[src/rtl/pipelined_barrel_shifter_if.sv]
// Beat-level valid/ready bundle for the pipelined barrel shifter: input beat plus result beat.
// master drives beats in and consumes results; slave is the shifter itself.
interface pipelined_barrel_shifter_if #(
    parameter int WIDTH              = 32,
    parameter int SHIFTBITS_PER_STEP = 1,
    parameter int USERW              = 1
);
    localparam int AMTW = $clog2(WIDTH / SHIFTBITS_PER_STEP);

    logic             inValid;
    logic             inReady;
    logic [WIDTH-1:0] inData;
    logic [AMTW-1:0]  inAmount;
    logic             inLeft;
    logic [1:0]       inMode;
    logic [USERW-1:0] inUser;
    logic             outValid;
    logic             outReady;
    logic [WIDTH-1:0] outData;
    logic [USERW-1:0] outUser;

    modport master (
        output inValid, inData, inAmount, inLeft, inMode, inUser, outReady,
        input  inReady, outValid, outData, outUser
    );

    modport slave (
        input  inValid, inData, inAmount, inLeft, inMode, inUser, outReady,
        output inReady, outValid, outData, outUser
    );
endinterface

[src/rtl/pipelined_barrel_shifter.sv]
// Rotate / logical / arithmetic shifter, log2 mux stages cut into LAT registered slots.
// Latency LAT clks; per-slot valid with collapsing bubbles, inReady = slot 0 may load && !flush.
module pipelined_barrel_shifter #(
    parameter int WIDTH              = 32,
    parameter int SHIFTBITS_PER_STEP = 1,
    parameter int REG_EVERY          = 1,
    parameter int USERW              = 1
) (
    input  logic                         clk,
    input  logic                         rstN,
    input  logic                         flush,
    pipelined_barrel_shifter_if.slave    bus
);
    localparam int STEPS   = WIDTH / SHIFTBITS_PER_STEP;
    localparam int STAGES  = $clog2(STEPS);
    localparam int AMTW    = STAGES;
    localparam int LAT_RAW = (STAGES + REG_EVERY - 1) / REG_EVERY;
    localparam int LAT     = (LAT_RAW < 1) ? 1 : LAT_RAW;

    typedef struct packed {
        logic [WIDTH-1:0] data;
        logic [AMTW-1:0]  amt;
        logic             left;
        logic [1:0]       mode;
        logic [USERW-1:0] user;
    } beat_t;

    beat_t            slot_q   [LAT];
    beat_t            slot_d   [LAT];
    beat_t            src      [LAT];
    logic [LAT-1:0]   vld_q;
    logic [LAT-1:0]   src_vld;
    logic [LAT-1:0]   rdy;

    // One mux stage. Arithmetic right by 2^i applied repeatedly keeps the sign in the MSB,
    // so chaining stages gives the same fill as one wide arithmetic shift.
    function automatic logic [WIDTH-1:0] stage_fn(input logic [WIDTH-1:0] d, input int sh,
                                                  input logic left, input logic [1:0] mode);
        logic [WIDTH-1:0] r;
        if (left) begin
            if (mode == 2'b01 || mode == 2'b10) r = d << sh;
            else                                 r = (d << sh) | (d >> (WIDTH - sh));
        end else begin
            if (mode == 2'b01)      r = d >> sh;
            else if (mode == 2'b10) r = $unsigned($signed(d) >>> sh);
            else                    r = (d >> sh) | (d << (WIDTH - sh));
        end
        return r;
    endfunction

    always_comb begin
        src[0].data = bus.inData;
        src[0].amt  = bus.inAmount;
        src[0].left = bus.inLeft;
        src[0].mode = bus.inMode;
        src[0].user = bus.inUser;
        src_vld[0]  = bus.inValid;
        for (int k = 1; k < LAT; k++) begin
            src[k]     = slot_q[k-1];
            src_vld[k] = vld_q[k-1];
        end
        for (int k = 0; k < LAT; k++) begin
            slot_d[k] = src[k];
            for (int s = 0; s < STAGES; s++) begin
                if ((s / REG_EVERY) == k && src[k].amt[s])
                    slot_d[k].data = stage_fn(slot_d[k].data, (1 << s) * SHIFTBITS_PER_STEP,
                                              src[k].left, src[k].mode);
            end
        end
        // Slot k can take a beat if any slot at or after it has a hole, or the sink is taking one.
        for (int k = 0; k < LAT; k++) begin
            rdy[k] = bus.outReady;
            for (int j = k; j < LAT; j++) begin
                if (!vld_q[j]) rdy[k] = 1'b1;
            end
        end
    end

    always_ff @(posedge clk or negedge rstN) begin
        if (!rstN) begin
            vld_q <= '0;
            for (int k = 0; k < LAT; k++) slot_q[k] <= '0;
        end else if (flush) begin
            vld_q <= '0;
        end else begin
            for (int k = 0; k < LAT; k++) begin
                if (rdy[k]) begin
                    vld_q[k] <= src_vld[k];
                    if (src_vld[k]) slot_q[k] <= slot_d[k];
                end
            end
        end
    end

    assign bus.inReady  = rdy[0] && !flush;
    assign bus.outValid = vld_q[LAT-1];
    assign bus.outData  = slot_q[LAT-1].data;
    assign bus.outUser  = slot_q[LAT-1].user;

    logic unused_tail;
    assign unused_tail = ^{slot_q[LAT-1].amt, slot_q[LAT-1].left, slot_q[LAT-1].mode};
endmodule

[src/flat_wrapper.sv]
// flat-port wrapper written by rule: the top's interface ports become plain ports
module pipelined_barrel_shifter_flat 
#(
    parameter int WIDTH              = 32,
    parameter int SHIFTBITS_PER_STEP = 1,
    parameter int REG_EVERY          = 1,
    parameter int USERW              = 1
)
  (clk, rstN, flush, bus_inValid, bus_inData, bus_inAmount, bus_inLeft, bus_inMode, bus_inUser, bus_outReady, bus_inReady, bus_outValid, bus_outData, bus_outUser);
  pipelined_barrel_shifter_if #(.WIDTH(WIDTH), .SHIFTBITS_PER_STEP(SHIFTBITS_PER_STEP), .USERW(USERW)) bus_i ();
  input  logic clk;
  input  logic rstN;
  input  logic flush;
  input wire logic [$bits(bus_i.inValid)-1:0] bus_inValid;
  input wire logic [$bits(bus_i.inData)-1:0] bus_inData;
  input wire logic [$bits(bus_i.inAmount)-1:0] bus_inAmount;
  input wire logic [$bits(bus_i.inLeft)-1:0] bus_inLeft;
  input wire logic [$bits(bus_i.inMode)-1:0] bus_inMode;
  input wire logic [$bits(bus_i.inUser)-1:0] bus_inUser;
  input wire logic [$bits(bus_i.outReady)-1:0] bus_outReady;
  output wire logic [$bits(bus_i.inReady)-1:0] bus_inReady;
  output wire logic [$bits(bus_i.outValid)-1:0] bus_outValid;
  output wire logic [$bits(bus_i.outData)-1:0] bus_outData;
  output wire logic [$bits(bus_i.outUser)-1:0] bus_outUser;
  assign bus_i.inValid = bus_inValid;
  assign bus_i.inData = bus_inData;
  assign bus_i.inAmount = bus_inAmount;
  assign bus_i.inLeft = bus_inLeft;
  assign bus_i.inMode = bus_inMode;
  assign bus_i.inUser = bus_inUser;
  assign bus_i.outReady = bus_outReady;
  assign bus_inReady = bus_i.inReady;
  assign bus_outValid = bus_i.outValid;
  assign bus_outData = bus_i.outData;
  assign bus_outUser = bus_i.outUser;
  pipelined_barrel_shifter #(.WIDTH(WIDTH), .SHIFTBITS_PER_STEP(SHIFTBITS_PER_STEP), .REG_EVERY(REG_EVERY), .USERW(USERW)) u_core (.clk(clk), .rstN(rstN), .flush(flush), .bus(bus_i));
endmodule
[config.mk]
export PLATFORM = sky130hd
export DESIGN_NAME = pipelined_barrel_shifter_flat
export DESIGN_NICKNAME = d
export VERILOG_FILES = /design/src/rtl/pipelined_barrel_shifter_if.sv /design/src/rtl/pipelined_barrel_shifter.sv /design/src/flat_wrapper.sv
export SDC_FILE = /design/constraint.sdc
export NUM_CORES = 1
export LEC_CHECK = 0
export BUFFER_PORTS_ARGS = -buffer_cell sky130_fd_sc_hd__buf_2
export CORE_AREA = 5 5 146 148
export DETAILED_ROUTE_END_ITERATION = 10
export DIE_AREA = 0 0 151 153
export PLACE_DENSITY_LB_ADDON = 0.3
export SKIP_CTS_REPAIR_TIMING = 1
export SYNTH_ARGS = -nofsm -noshare
export SYNTH_HDL_FRONTEND = slang
export SYNTH_SLANG_ARGS = --single-unit
[constraint.sdc]
create_clock -name clk -period 2.44 [get_ports clk]
set_clock_uncertainty 0.05 [all_clocks]
set_input_delay 0.488 -clock clk [delete_from_list [all_inputs] [get_ports clk]]
set_output_delay 0.488 -clock clk [all_outputs]
set_load 0.01 [all_outputs]
==> impl_metrics.csv, run 1 <==
group,metric,value,unit
run_status,outcome,"finished clean",
timing,slew_violations,0,
clock_network,cts-buffers-inserted,17,
worst_hold_path,min_from,"bus_inAmount[1]",
yosys,async_reset_ff_frac,1.00,
pwr,pwr_density_cell,981,nW/um^2
timing,min_period,2.07,ns
placed_design,hpwlAfterDp,17000,um
pwr,total_power,0.0116,W
pwr,vdd_drop_max,0.000483,V
yosys,syn_area_per_cell,8.51,um^2
setup_path,worstPathRequired,2.68,ns
timing,grt_setup_unrepaired,"false",
detailed_routing,vias,8399,
yosys,synth_nets,1306,
timing,hold_viol_final,0,
yosys,yosys_warnings,0,
clock_network,root_buffer,"clkbuf_16",
floorplan,start_util,0.534,
placed_design,place.gp.congestion,0.813,
setup_path,critical_path_peak_fanout,31,
floorplan,design.core.area,19900,um^2
pwr,leakagePower,5.54,nW
setup_path,critPathKind,"reg2reg",
timing,worstMarginPinSlew,0.669,ns
setup_path,crit_start,"u_core.vld_q[3]",
global_routing,grt_use_total,0.206,
floorplan,dieArea,23100,um^2
setup_path,endpoint_kind,"register",
yosys,synth_area,10600,um^2
global_routing,antenna_found_initial,0,
layout,fin_cells,1548,
detailed_routing,routed_wl,23100,um
yosys,yosysUniqueCellTypes,36,
yosys,ys.flop_type,"dfrtp_1",
placed_design,place.port_buffers,80,
detailed_routing,drc,0,
timing,relSlewSlack,0.554,
yosys,synth_edf_count,0,
global_routing,grt_pass1_wl,38900,um
setup_path,crit_arrival,2.31,ns
global_routing,grt_overflow,0,
yosys,synth_top_area_cell,"dfrtp_1",
layout,drive_gt1_frac,0.145,
floorplan,die_y,153,um
yosys,yosys_register_bits,192,
clock_network,cts_tree,"yes",
detailed_routing,wl_per_cell,14.9,um
timing,finalCritPeriodShare,0.847,
setup_path,reg2reg_from,"u_core.vld_q[3]",
timing,setup_viol_count_final,0,
clock_network,htreeDepth,4,
clock_network,clock_latency,0.44,ns
yosys,synth_common_cells,"nand2_1, o21ai_0, dfrtp_1",
floorplan,rows,52,
setup_path,cp-start-kind,"register",
global_routing,grt_max_degree,66,
detailed_routing,viasPerCell,5.43,
timing,tns,0,ns
floorplan,io_pins,81,
clock_network,cts.sinks,192,
yosys,yosysSeqAreaShare,0.452,
layout,finalNetCount,1322,
detailed_routing,antenna_left,0,
yosys,synth_most_common_cell,"nand2_1",
layout,num_antenna_cells,0,
run,cap_violations,0,
yosys,synthesis.instances,1250,
layout,post-route-util,0.593,
global_routing,grt_pass1_vias,7719,
worst_hold_path,hold_class,"in2reg",
floorplan,dieWidth,151,um
yosys,synthDominantCellAreaShare,0.452,
detailed_routing,drtIter0Drc,535,
layout,syn2layout_area_growth,11.0,%
timing,max_freq,484,MHz
clock_network,cts_max_path_buffers,2,
detailed_routing,first_pass_iters,7,
clock_network,clk_pin_slew_worst_paths,0.07,ns
placed_design,dp.cells,1516,
yosys,yosys-top-cells-area,"dfrtp_1, o21ai_0, mux2i_1",
[final cells by class]
cell class	count	area [um^2]
fillers	1813	8100
multi-input cells	904	5090
flip-flops and latches	192	4800
repair buffers	130	875
clock buffers	19	443
well taps	270	338
clock inverters	12	183
inverters	21	78.8
[cells by family after synthesis]
logic type	count (synthesis)	synth area share
adders and majority gates	10	0.0118
and+or+nand+nor	407	0.164
buffers and inverters	154	0.0706
AOI/OAI and AO/OA	370	0.189
muxes	117	0.114
DFF	192	0.452
[final timing paths]
kind	to	slack (ns)	cells after the start
max	u_core.slot_q[98]	0.37	5
min	u_core.slot_d[128]	0.23	2
max reg2reg	u_core.slot_q[98]	0.37	5
min reg2reg	u_core.bus.outData[5]	0.42	2
max in group asynchronous	u_core.bus.outData[10]	1.11	3
min in group asynchronous	u_core.bus.outData[20]	0.55	2
[state kept, by name (all words and copies together), names as in the netlist]
signal,cells
u_core.bus.outData,32
u_core.bus.outUser,1
u_core.slot_d,26
u_core.slot_q,128
u_core.vld_q,5
[stage by stage]
step                hold WS, ns  worst slack, ns  instance area (um^2)
global placement          0.406            0.276                 11200
detailed placement        0.414            0.251                 11200
global route              0.216            0.255                 11800
finish                    0.228            0.373                 11800
floorplan                 0.142            0.568                 10600
CTS                     -0.0239            0.357                 11800
[placed cells by master (no fill, tap or decap), types with 29 or more instances in the layout]
cell / instances
nand2_1: 241
o21ai_0: 231
dfrtp_1: 192
mux2i_1: 98
buf_2: 79
a21oi_1: 75
nor2_1: 70
buf_4: 42
nand2b_1: 32
nand3_1: 29
[where the power goes]
group / total [W] / switching (W) / internal (W)
clock network: 0.00295 / 0.00120 / 0.00174
registers: 0.00497 / 0.000920 / 0.00405
logic: 0.00366 / 0.00206 / 0.00160
[routing by layer]
layer | wire, um | vias to the layer above | track usage
met5 | 0 | - | 0
met4 | 537 | 0 | 0.0682
met3 | 789 | 36 | 0.0332
met2 | 11300 | 166 | 0.339
met1 | 10500 | 3882 | 0.277
li1 | - | 4315 | -
[worst max-delay path, cell delays in order (launching register included)]
cell	delay, ns
dfrtp_1	0.41
and4b_1	0.29
or3b_2	0.74
buf_4	0.27
nand2_1	0.07
o21ai_0	0.08
Note: power is estimated with default switching activity, not from simulation.
==> run 2, diff against run 1 <==
Settings changed: ABC_AREA from default to 1, CORE_AREA 5 5 146 148 to 5 5 149 151, DIE_AREA 0 0 151 153 to 0 0 154 156.
Clock period 2.44 ns to 2.1 ns, I/O delays scaled along.
==> run 2 against run 1 <==
  * Core utilization down 0.44 points
  * Clock power up 17%
  * Sequential share of layout area down 1.2 points
  * Cell area up 3.2%
  * Clock-buffer cell count up 2
  * Sequential power up 8.0%
  * Synthesized cell count up 30%
  * Sequential cell count unchanged
  * Worst setup slack worse by 0.18 ns
  * Routed wire length up 18%
  * Combinational power up 1%
  * Global-route usage up 2.8 points
  * Critical endpoint is now bus_inReady
  * Highest routed layer unchanged
==> impl_metrics.csv, run 2 <==
group,metric,value,unit
yosys,synth.mux.area_fraction,0,
timing,slew_violations,0,
yosys,ys.flop_type,"dfrtp_1",
global_routing,grt_max_degree,66,
setup_path,crit_chain,"inv_2 -> nor2_4 -> nand3_2 -> nor2_1 -> a21oi_1 -> buf_2",
yosys,synth_top_area_cell,"dfrtp_1",
yosys,synth_common_cells,"nand2_1, o21ai_0, dfrtp_1",
timing,tns,0,ns
setup_path,critPathKind,"reg2out",
layout,post-route-util,0.589,
yosys,synth_most_common_cell,"nand2_1",
yosys,yosys_warnings,0,
clock_network,cts.sinks,192,
yosys,synthSimpleGateAreaFrac,0.290,
floorplan,io_pins,81,
pwr,power_frac_clock,0.275,
layout,syn2layout_area_growth,9.15,%
detailed_routing,drc,0,
detailed_routing,routed_wl,27200,um
clock_network,clock_latency,0.43,ns
global_routing,grt_overflow,0,
yosys,synth_area,11200,um^2
yosys,synth_top_family_by_area,"simple AND/OR/NAND/NOR gates",
yosys,synthDominantCellAreaShare,0.430,
yosys,synth_edf_count,0,
global_routing,grt_pass1_vias,9710,
detailed_routing,viasPerCell,5.31,
pwr,vdd_drop_max,0.000505,V
clock_network,cts_max_path_buffers,2,
clock_network,cts-buffers-inserted,17,
setup_path,crit_buf_inv,2,
setup_path,slowest_stage,"dfrtp_1",
placed_design,hpwlAfterDp,19800,um
layout,final_common_cell,"nand2_1",
floorplan,start_util,0.539,
timing,fin_ws,0.191,ns
timing,relSlewSlack,0.481,
layout,drive_gt1_frac,0.0986,
detailed_routing,drtIter0Drc,693,
placed_design,place.port_buffers,80,
floorplan,die_y,156,um
floorplan,rows,53,
pwr,pwr_density_cell,1030,nW/um^2
yosys,synth_xor_area_frac,0,
floorplan,design.core.area,20700,um^2
pwr,switching_power,0.00454,W
worst_hold_path,hold_class,"in2reg",
clock_network,clk_pin_slew_worst_paths,0.07,ns
layout,largest_reg_flops,128,
floorplan,dieArea,24000,um^2
global_routing,grt_pass1_wl,47100,um
pwr,p_seq_frac,0.429,
placed_design,pre_cts_ws,0.319,ns
yosys,synth_nets,1686,
yosys,yosysUniqueCellTypes,22,
detailed_routing,wl_per_cell,14.2,um
clock_network,htreeDepth,4,
run_status,outcome,"finished clean",
layout,top_register,"u_core.slot_q",
global_routing,antenna_found_initial,0,
timing,finalCritPeriodShare,0.909,
setup_path,crit_arrival,1.44,ns
yosys,yosysSeqAreaShare,0.430,
yosys,yosys-top-cells-area,"dfrtp_1, nand2_1, o21ai_0",
timing,max_freq,524,MHz
yosys,async_reset_ff_frac,1.00,
setup_path,crit_family,"flip-flops",
yosys,yosys_register_bits,192,
placed_design,place.gp.congestion,0.870,
floorplan,dieWidth,154,um
timing,worstMarginPinSlew,0.778,ns
layout,num_antenna_cells,0,
timing,hold_viol_final,0,
timing,min_period,1.91,ns
global_routing,grt_use_total,0.234,
pwr,leakagePower,6.35,nW
setup_path,endpoint_kind,"output port",
yosys,synth_compound_area_frac,0.152,
detailed_routing,first_pass_iters,5,
detailed_routing,antenna_left,0,
pwr,p_comb_frac,0.295,
yosys,yosys.area_share.adder,0.0112,
detailed_routing,vias,10200,
layout,final_cell_mix,"nand2_1, o21ai_0, dfrtp_1, inv_1, nand3_1",
pwr,power.internal,0.00798,W
timing,whs,0.167,ns
setup_path,slowest_delay,0.38,ns
clock_network,root_buffer,"clkbuf_16",
setup_path,critical_path_peak_fanout,3,
yosys,synthesis.instances,1630,
clock_network,cts_tree,"yes",
pwr,switching_share,0.363,
setup_path,cp-start-kind,"register",
yosys,syn_area_per_cell,6.85,um^2
setup_path,worstPathRequired,1.63,ns
run,cap_violations,0,
timing,setup_viol_count_final,0,
timing,grt_setup_unrepaired,"false",
layout,finalNetCount,1686,
run 2: power groups by stage:
stage | Clock, W | Sequential (W) | Combinational [W]
6_report | 0.00345 | 0.00537 | 0.00370
4_1_cts | 0.00351 | 0.00536 | 0.00371
5_1_grt | 0.00369 | 0.00548 | 0.00425
3_5_place_dp | 0 | 0.00542 | 0.00368
2_1_floorplan | 0 | 0.00513 | 0.00294
3_3_place_gp | 0 | 0.00539 | 0.00359
run 2: worst reg2reg max path: stages (launching register included):
cell     delay, ns
dfrtp_1       0.40
inv_2         0.08
nor2_4        0.05
nand3_2       0.09
nand2_2       0.07
inv_2         0.56
nand2_1       0.16
o21ai_1       0.13
run 2: stage by stage:
stage               cells  power, W  instance area, um^2
floorplan            1630   0.00807                11200
global placement     1885   0.00899                11500
detailed placement   1885   0.00910                11500
CTS                  1917    0.0126                12200
global route         1918    0.0134                12200
finish               1918    0.0125                12200
run 2: cell families after synthesis:
family	Yosys count
compound gates	333
simple gates	808
fa+ha+maj	10
flops	192
buf+inv	287
run 2: final timing paths:
path,start,to,slack (ns),depth (start not counted)
max reg2reg,u_core.vld_q[4],u_core.slot_q[110],0.44,7
min in group asynchronous,rstN,u_core.bus.outData[5],0.48,2
min reg2reg,u_core.bus.outUser,u_core.bus.outUser,0.42,2
max,u_core.vld_q[4],bus_inReady,0.19,6
min,bus_inUser,u_core.slot_d[123],0.17,3
max in group asynchronous,rstN,u_core.slot_q[161],0.88,3
run 2: metal layers:
metal  part of all wire  track usage  up-vias
met4              0.034       0.0913        0
li1                   -            -     5154
met1               0.43        0.297     4688
met3              0.041       0.0383       55
met5                  0            0        -
met2               0.49        0.403      280
run 2: final cells by class:
type,count,area (um^2)
Tap cell,275,344
Fill cell,1983,8510
Clock inverter,11,179
Timing Repair Buffer,117,777
Clock buffer,21,450
Multi-Input combinational cell,1151,5060
Inverter,151,567
Sequential cell,192,4800
